### src/rtl/serial_adder.sv
// Bit-serial adder/subtractor: one full-adder cell and a carry flop process
// WIDTH-bit operands LSB first, with a start/busy/done handshake.
module serial_adder #(
   parameter int WIDTH = 8
) (
   input  logic             clk,
   input  logic             rst,
   input  logic             start,
   input  logic             sub,
   input  logic [WIDTH-1:0] a,
   input  logic [WIDTH-1:0] b,
   input  logic             cin,
   output logic             busy,
   output logic             done,
   output logic [WIDTH-1:0] sum,
   output logic             cout,
   output logic             overflow
);

   localparam int CNT_W = (WIDTH > 1) ? $clog2(WIDTH) : 1;
   localparam logic [CNT_W-1:0] LAST = CNT_W'(WIDTH - 1);

   typedef enum logic {S_IDLE, S_RUN} state_t;

   state_t           r_state;
   state_t           w_state_nxt;
   logic [WIDTH-1:0] r_opa;
   logic [WIDTH-1:0] r_opb;
   logic [WIDTH-1:0] r_res;
   logic             r_carry;
   logic [CNT_W-1:0] r_cnt;
   logic [WIDTH-1:0] r_sum;
   logic             r_cout;
   logic             r_ovf;
   logic             r_done;

   logic             w_s;
   logic             w_c;
   logic             w_last;
   logic [WIDTH-1:0] w_res_nxt;

   function automatic logic f_maj(input logic x, input logic y, input logic z);
      return (x & y) | (x & z) | (y & z);
   endfunction

   assign w_s    = r_opa[0] ^ r_opb[0] ^ r_carry;
   assign w_c    = f_maj(r_opa[0], r_opb[0], r_carry);
   assign w_last = (r_cnt == LAST);

   generate
      if (WIDTH == 1) begin : g_res1
         assign w_res_nxt = w_s;
      end else begin : g_resn
         assign w_res_nxt = {w_s, r_res[WIDTH-1:1]};
      end
   endgenerate

   always_comb begin
      w_state_nxt = r_state;
      case (r_state)
         S_IDLE:  if (start)  w_state_nxt = S_RUN;
         S_RUN:   if (w_last) w_state_nxt = S_IDLE;
         default: w_state_nxt = S_IDLE;
      endcase
   end

   always_ff @(posedge clk) begin
      if (rst) r_state <= S_IDLE;
      else     r_state <= w_state_nxt;
   end

   always_ff @(posedge clk) begin
      if (rst) begin
         r_opa   <= '0;
         r_opb   <= '0;
         r_res   <= '0;
         r_carry <= 1'b0;
         r_cnt   <= '0;
         r_sum   <= '0;
         r_cout  <= 1'b0;
         r_ovf   <= 1'b0;
         r_done  <= 1'b0;
      end else begin
         r_done <= 1'b0;
         if (r_state == S_IDLE) begin
            if (start) begin
               // Subtraction is a + ~b + ~borrow through the same adder cell.
               r_opa   <= a;
               r_opb   <= sub ? ~b : b;
               r_carry <= sub ? ~cin : cin;
               r_cnt   <= '0;
            end
         end else begin
            r_opa   <= r_opa >> 1;
            r_opb   <= r_opb >> 1;
            r_res   <= w_res_nxt;
            r_carry <= w_c;
            r_cnt   <= r_cnt + CNT_W'(1);
            if (w_last) begin
               // On the last bit r_carry is the carry into the MSB.
               r_sum  <= w_res_nxt;
               r_cout <= w_c;
               r_ovf  <= r_carry ^ w_c;
               r_done <= 1'b1;
            end
         end
      end
   end

   assign busy     = (r_state == S_RUN);
   assign done     = r_done;
   assign sum      = r_sum;
   assign cout     = r_cout;
   assign overflow = r_ovf;

endmodule

### config.mk
export PLATFORM = sky130hd
export DESIGN_NAME = serial_adder
export DESIGN_NICKNAME = d
export VERILOG_FILES = /design/src/rtl/serial_adder.sv
export SDC_FILE = /design/constraint.sdc
export NUM_CORES = 1
export LEC_CHECK = 0
export ABC_CLOCK_PERIOD_IN_PS = 2400
export CORE_UTILIZATION = 55
export CTS_CLUSTER_DIAMETER = 150
export DETAILED_ROUTE_END_ITERATION = 6
export PLACE_DENSITY = 0.83
export RECOVER_POWER = 100
export SYNTH_ARGS = -nofsm -noshare
export SYNTH_HDL_FRONTEND = slang
export SYNTH_SLANG_ARGS = --single-unit
### constraint.sdc
create_clock -name clk -period 2.4 [get_ports clk]
set_input_delay 0.36 -clock clk [delete_from_list [all_inputs] [get_ports clk]]
set_output_delay 0.36 -clock clk [all_outputs]
set_load 0.03 [all_outputs]
# ---- Word-level counts from Yosys, hierarchy flattened
# Index checks and enable logic that the tools add are counted.
# W data, S select, Z words.
dict set report word_totals {
  out_inout_bits 12
  word_cells 43
  register_bits 40
  inputBits 21
}
dict set report op_classes {
  n_addsub 1
  muxes 14
  bitwise 11
  n_eq_ne 1
  reduce_logical 4
}
# op count
set ops {}
lappend ops {{$mux W7} 4}
lappend ops {{$mux W8} 1}
lappend ops {{$not A8 Y8} 1}
lappend ops {{$mux W1} 6}
lappend ops {{$mux W3} 2}
lappend ops {{$reduce_or A2 Y1} 2}
lappend ops {{$add A3 B1 Y3 const B} 1}
lappend ops {{$and A1 B1 Y1} 3}
lappend ops {{$eq A3 B3 Y1 const B} 1}
lappend ops {{$xor A1 B1 Y1} 3}
lappend ops {{$not A1 Y1} 2}
lappend ops {{$or A1 B1 Y1} 2}
lappend ops {{$pmux W1 S2} 1}
lappend ops {{$reduce_and A2 Y1} 1}
lappend ops {{$reduce_bool A2 Y1} 1}

# ---- Depth between registers and ports, before layout
# Gate-level depths: netlist of the first run.
dict set report depth {
  ltp_word 4
  mapped_depth 5
  mapped_depth_nobuf 4
}

# ---- Worst setup path before layout of the first run
# Ideal clock, no wire load.
dict set report synth_path {
  kind {register -> register}
  startpoint {reg r_cnt[0]}
  endpoint {reg r_ovf (netlist: overflow)}
  arrival_time_ns 1.199
  n_path_buf 1
  setup_time_ns 0.091
  setup_slack_ns 1.110
  path_stages_with_launch 6
  required_time_ns 2.309
  path_cell_list {dfxtp_1 -> ha_1 -> ha_1 -> clkbuf_1 -> a21oi_1 -> a311oi_1}
}
dict set report synth_via {
  elab_chain_len 2
}
# item line_no
set synth_lines {}
lappend synth_lines {{start, declared} 31} ;# logic [CNT_W-1:0] r_cnt;
lappend synth_lines {{start signal, assigned} 98} ;# r_cnt <= r_cnt + CNT_W'(1);
lappend synth_lines {{$eq A3 B3 Y1} 48} ;# assign w_last = (r_cnt == LAST);
lappend synth_lines {{net w_last} 39} ;# logic w_last;
lappend synth_lines {{$reduce_and A2 Y1 (no line)} -}
lappend synth_lines {{end signal, assigned} 103} ;# r_ovf <= r_carry ^ w_c;
lappend synth_lines {{end, declared} 34} ;# logic r_ovf;
# The timed path passes the listed nets, and every way through them passes these cells.
# A chain may end at the register's enable or synchronous reset.

# ---- Final worst setup path of the first run
dict set report layout_path {
  startpoint {in start}
  endpoint {reg r_opa[3]}
}
dict set report layout_via {
  elab_chain_len 1
}
# item line_no
set layout_lines {}
lappend layout_lines {{start, declared} 8} ;# input logic start,
lappend layout_lines {{$reduce_bool A2 Y1 (no line)} -}
lappend layout_lines {{end signal, assigned} 94} ;# r_opa <= r_opa >> 1;
lappend layout_lines {{end, declared} 27} ;# logic [WIDTH-1:0] r_opa;
# No other way between the ends.

==> out/qor.txt, run 1 <==
Yosys Warn Count = 0
top-level port count = 33
drt wl/cell = 13.52 um
syn nets = 200
Hold Path Origin = r_res[1]
Synth Register Bits = 39
GPL Wtd Cong = 0.7346
chip height = 59.00 um
CORE AREA = 3078 um2
CTS Sinks = 39
Final Critical Period = 1947 ps
deepest clock path buffer count = 2
CTS buffer count = 5
Worst-Margin Slew = 811.3 ps
cts repair resizes = 0
# Max-Cap Violations = 0
Mapped Cells = 176
Net count, final = 227
clock-pin slew on the worst setup and hold paths = 110 ps
Clock Root Buffer = clkbuf_4
H-tree lvl count = 2
drc violations = 0
post-DP HPWL = 2346 um
f_max = 513.7 MHz
reg2reg end = overflow
worst vdd ir = 0.4334 mV
worst hold path depth = 2
critical path class = input port to register
Total Routed Length = 3354 um
clk_skew = 11.83 ps
filler instances = 251
setup tns final = 0 ps
reg2reg setup slack = 770 ps
# hold bufs at CTS = 0
relative slew slack = 0.4591
Antenna Diode Count = 0
post-synthesis sequential area ratio = 0.4370
CTS tree = yes
DRT iter0 DRCs = 83
Cell Area, Synth = 1787 um2
Pins Over Slew Limit = 0
power density over the cells = 605.3 nW/um2
WP data required = 2660 ps
status = finished, final reports clean
Yosys cell types = 25
number of global-route vias before repair = 1313
worst skew pair latency = 350 ps
vias per cell = 5.435
largest net degree at the start of global routing = 63
share of layout cells above drive strength 1 = 0.1127
Die X = 59.00 um
CP Data Arrival Time = 2210 ps
routed via count = 1348
utilization after layout = 0.7041
post-CTS setup buffer count = 0
RSZ-0062 raised after global routing = no
GRT Total Usage = 0.2127
iteration count of the initial detailed-routing pass = 4
Worst Hold End = sum[0]
fin crit share = 0.8112
grt ovf = 0
Die ar. = 3480 um2
nature of the critical path endpoint = register
CP Max Fanout = 15
Hold WC Path Type = register to register
Worst setup SP type = input port
syn avg cell area = 10.15 um2
number of antenna violations at the first check in global routing = 0
setup violators final = 0
Lkg Pwr = 0.8259 nW
antenna viol nets, final = 0
area grow syn2layout = 21.29%
Fin. Hold Viols = 0
std cell rows = 20
R2R cell count = 4
worst flop-to-flop path startpoint = r_cnt[1]
IO Port Bufs = 32
global-route wire length before repair = 5513 um
Starting Density = 0.5805
-- worst max-delay path: stages --
cell           delay, ps
dlygate4sd3_1        710
clkbuf_1             660
mux2i_1              180
a211oi_1             300
-- layer usage --
| metal | up-vias | wire length (um) | GRT usage |
|---|---|---|---|
| met4 | 0 | 29 | 0.1224 |
| met1 | 609 | 1461 | 0.2521 |
| met2 | 46 | 1685 | 0.3555 |
| met5 | - | 0 | 0 |
| met3 | 4 | 177 | 0.04585 |
| li1 | 689 | - | - |
-- how the worst max path moves through the flow --
stage               startpoint        to  slack [ps]
global route             start  r_opa[2]         370
detailed placement         rst   r_carry         460
finish                   start  r_opa[3]         450
floorplan             r_cnt[0]  overflow        1110
CTS                     sum[0]    sum[0]         640
global placement           rst  r_opb[0]         570
-- cell families after synthesis --
family,Yosys count,share of synthesized area
adders and majority gates,3,0.02521
buffers and inverters,18,0.06722
and+or+nand+nor,52,0.1688
xor gates and xnor gates,10,0.04902
muxes,15,0.08403
DFF,39,0.4370
AOI/OAI and AO/OA,39,0.1688
-- placed cells by master (no fill, tap or decap), types with 2 or more instances in the layout --
cell / instances
nor2b_1: 7
nand3_1: 9
or3b_1: 4
clkbuf_4: 5
a21oi_1: 13
mux2i_1: 15
a21bo_2: 9
dlygate4sd3_1: 15
nand2_1: 11
clkdlybuf4s50_1: 17
a211oi_1: 7
o221ai_1: 8
or4b_1: 8
buf_4: 4
dfxtp_1: 38
nor2_1: 10
ha_1: 2
xnor2_1: 10
-- cells in the mapped netlist --
cell type / number / area, um2
or4b_1: 8 / 80.08
a21oi_1: 13 / 65.06
or3b_1: 4 / 35.03
xnor2_1: 10 / 87.58
nand3_1: 9 / 45.04
buf_2: 6 / 30.03
dfxtp_1: 39 / 780.8
mux2i_1: 15 / 150.1
nor3_1: 1 / 5.000
o221ai_1: 8 / 70.07
nor3b_1: 1 / 7.510
nand2_1: 11 / 41.29
a211oi_1: 7 / 52.55
buf_4: 4 / 30.03
clkbuf_1: 3 / 11.26
a311oi_1: 1 / 8.760
buf_6: 4 / 45.04
inv_1: 1 / 3.750
a2111oi_2: 1 / 15.01
nor2b_1: 7 / 43.79
nor2_1: 10 / 37.54
ha_1: 2 / 25.02
fa_1: 1 / 20.02
a21bo_2: 9 / 90.09
nand2b_1: 1 / 6.260
-- where the power goes --
part | switching [mW] | internal [mW] | total (mW) | leakage (nW)
sequential | 0.0162 | 0.675 | 0.692 | 0.318
clock | 0.209 | 0.246 | 0.455 | 0.0482
combinational | 0.0822 | 0.0827 | 0.165 | 0.459
total | 0.308 | 1.00 | 1.31 | 0.826
-- registers in the layout, indices dropped and copies added (netlist names) --
register,cells
r_cnt,3
r_opa,8
sum,8
done,1
r_opb,8
r_res,7
overflow,1
busy,1
r_carry,1
cout,1
-- metrics by stage --
stage          area (um2)  power [mW]  hold WS [ps]  instances  worst slack (ps)
6_report             2167       1.312         484.7        248             453.2
5_1_grt              2167       1.358         500.9        248             373.0
4_1_cts              2171       1.318         490.6        248             639.5
3_5_place_dp         2085      0.8721         467.8        240             463.8
3_3_place_gp         2085      0.8625         450.5        240             573.3
2_1_floorplan        1787      0.8194         442.8        176              1110
-- cell type report --
type,instances,area [um2],area share
tap,44,55.05,0.02540
clock inverter,2,35.03,0.01617
clock buffer,6,51.30,0.02367
inverter,1,3.754,0.001732
sequential,39,782.0,0.3609
multi-input combinational,119,885.9,0.4088
timing repair buffer,37,354.1,0.1634
Power figures use the tool's default switching activity.
==> run 2: changes to the inputs <==
Settings changed: ABC_CLOCK_PERIOD_IN_PS 2400 to 1900, CORE_UTILIZATION 55 to 51, PLACE_DENSITY 0.83 to 0.78.
Clock period 2.4 ns to 1.9 ns, I/O delays scaled along.
==> run 2 against run 1 <==
  * Die area up 7.6%
  * Total power is 26% higher
  * Wire length is 5.9% higher
  * First-iteration DRC count is 19% lower
  * Count of clock-buffer cells in the layout stayed put
  * Critical path depth is 3 lower
  * Via count rose by 3.7%
  * Clock power is 26% higher
  * Sequential power rose by 28%
  * Worst setup slack worse by 310 ps
  * Critical endpoint is now overflow
  * Highest routed layer unchanged
==> out/qor.txt, run 2 (synthesis gave the netlist of run 1 again) <==
CP Max Fanout = 2 (was 15)
routed via count = 1398 (was 1348)
# Max-Cap Violations = 0 (unchanged)
CTS buffer count = 5 (unchanged)
top-level port count = 33 (unchanged)
worst hold path depth = 2 (unchanged)
Antenna Diode Count = 0 (unchanged)
WHS = 476.9 ps (was 484.7 ps)
post-DP HPWL = 2516 um (was 2346 um)
number of global-route vias before repair = 1320 (was 1313)
reg2reg setup slack = 260 ps (was 770 ps)
most frequent cells in the layout = dfxtp_1, clkdlybuf4s50_1, mux2i_1 (was dfxtp_1, clkdlybuf4s50_1, mux2i_1, dlygate4sd3_1, a21oi_1)
cts repair resizes = 0 (unchanged)
chip height = 61.19 um (was 59.00 um)
Total Routed Length = 3552 um (was 3354 um)
worst skew pair latency = 340 ps (was 350 ps)
CP top delay family = buffers and inverters (unchanged)
Final Critical Period = 1755 ps
Hold Path Origin = r_res[1] (unchanged)
R2R cell count = 3 (was 4)
largest net degree at the start of global routing = 34 (was 63)
antenna viol nets, final = 0 (unchanged)
f_max = 569.7 MHz
Worst Hold End = sum[0] (unchanged)
grt ovf = 0 (unchanged)
GRT Total Usage = 0.2138 (was 0.2127)
Net count, final = 231 (was 227)
area grow syn2layout = 21.71% (was 21.29%)
Fin. Hold Viols = 0 (unchanged)
Clock Root Buffer = clkbuf_4 (unchanged)
setup tns final = 0 ps (unchanged)
Lkg Pwr = 0.8311 nW (was 0.8259 nW)
worst vdd ir = 0.4744 mV (was 0.4334 mV)
Die X = 61.19 um (was 59.00 um)
Pins Over Slew Limit = 0 (unchanged)
final std cell area, no fill = 2175 um2 (was 2167 um2)
share of layout cells above drive strength 1 = 0.1154 (was 0.1127)
iteration count of the initial detailed-routing pass = 4 (unchanged)
CP Data Arrival Time = 1470 ps (was 2210 ps)
Die ar. = 3744 um2 (was 3480 um2)
filler instances = 302 (was 251)
CTS Sinks = 39 (unchanged)
DRT iter0 DRCs = 67 (was 83)
CORE AREA = 3337 um2 (was 3078 um2)
CP max stage cell = dlygate4sd3_1 (unchanged)
post-CTS setup buffer count = 0 (unchanged)
commonest non-fill, non-tap cell in the layout = dfxtp_1 (unchanged)
CTS tree = yes (unchanged)
reg2reg end = r_res[2] (was overflow)
nature of the critical path endpoint = output port (was register)
global-route wire length before repair = 5727 um (was 5513 um)
deepest clock path buffer count = 2 (unchanged)
power density over the cells = 761.4 nW/um2 (was 605.3 nW/um2)
GPL Wtd Cong = 0.7533 (was 0.7346)
setup violators final = 0 (unchanged)
std cell rows = 21 (was 20)
status = finished, final reports clean (unchanged)
worst flop-to-flop path startpoint = busy (was r_cnt[1])
drc violations = 0 (unchanged)
Starting Density = 0.5354 (was 0.5805)
slowest stage delay, CP = 760 ps (was 710 ps)
final setup margin = 144.6 ps (was 453.2 ps)
worst path cell trace = dlygate4sd3_1 (was dlygate4sd3_1 -> clkbuf_1 -> mux2i_1 -> a211oi_1)
Worst-Margin Slew = 520.3 ps (was 811.3 ps)
vias per cell = 5.504 (was 5.435)
pre-CTS setup slack = 255.5 ps (was 463.8 ps)
# hold bufs at CTS = 0 (unchanged)
drt wl/cell = 13.98 um (was 13.52 um)
Worst setup SP type = register (was input port)
Post-DP Area = 2115 um2 (was 2085 um2)
IO Port Bufs = 32 (unchanged)
fin crit share = 0.9239
H-tree lvl count = 2 (unchanged)
clock-pin slew on the worst setup and hold paths = 110 ps (about the same)
number of antenna violations at the first check in global routing = 0 (unchanged)
critical path class = register to output port (was input port to register)
WP data required = 1620 ps (was 2660 ps)
relative slew slack = 0.6531 (was 0.4591)
clk_skew = 7.992 ps (was 11.83 ps)
Hold WC Path Type = register to register (unchanged)
Buf/Inv on CP = 1 (was 2)
RSZ-0062 raised after global routing = no (unchanged)
-- run 2: cell count changes in the layout (fill, tap and decap cells not counted) --
cell             previous run  this run
a2111oi_0                   0         1
clkdlybuf4s50_1            17        19
a2111oi_2                   1         0
dlygate4sd3_1              15        12
clkbuf_1                    1         4
clkbuf_2                    0         2
-- run 2: area by class of cell --
type | instances | area, um2 | share of cell area
Multi-Input combinational cell | 119 | 879.6 | 0.4045
Sequential cell | 39 | 782.0 | 0.3596
Timing Repair Buffer | 41 | 365.4 | 0.1680
Tap cell | 46 | 57.56 | 0.02647
Clock buffer | 6 | 51.30 | 0.02359
Clock inverter | 2 | 35.03 | 0.01611
Inverter | 1 | 3.754 | 0.001726
-- run 2: through the flow --
step                power, mW    util  std cells
CTS                     1.677  0.6595        254
finish                  1.656  0.6517        254
detailed placement      1.106  0.6337        246
global placement        1.094  0.6337        246
global route            1.744  0.6517        254
floorplan               1.035       -        176
-- run 2: power breakdown --
group	internal [mW]	switching, mW
Clock	0.311	0.263
Combinational	0.104	0.0917
Sequential	0.853	0.0323
-- run 2: worst register-to-register path: stages, from the launching register on --
cell and delay [ps]:
dfxtp_2 670, clkbuf_2 540, mux2i_1 260, nor2_1 60
-- run 2: worst max path at each step --
stage,start,to,depth (start not counted)
2_1_floorplan,r_cnt[0],overflow,5
3_3_place_gp,start,r_opb[0],4
3_5_place_dp,start,r_opb[2],4
4_1_cts,overflow,overflow,1
5_1_grt,overflow,overflow,1
6_report,overflow,overflow,1
-- run 2: layer usage --
| layer | routed length, um | GRT usage |
|---|---|---|
| met1 | 1488 | 0.2431 |
| met2 | 1880 | 0.3742 |
| met3 | 130 | 0.06933 |
| met4 | 53 | 0.07792 |
| met5 | 0 | 0 |
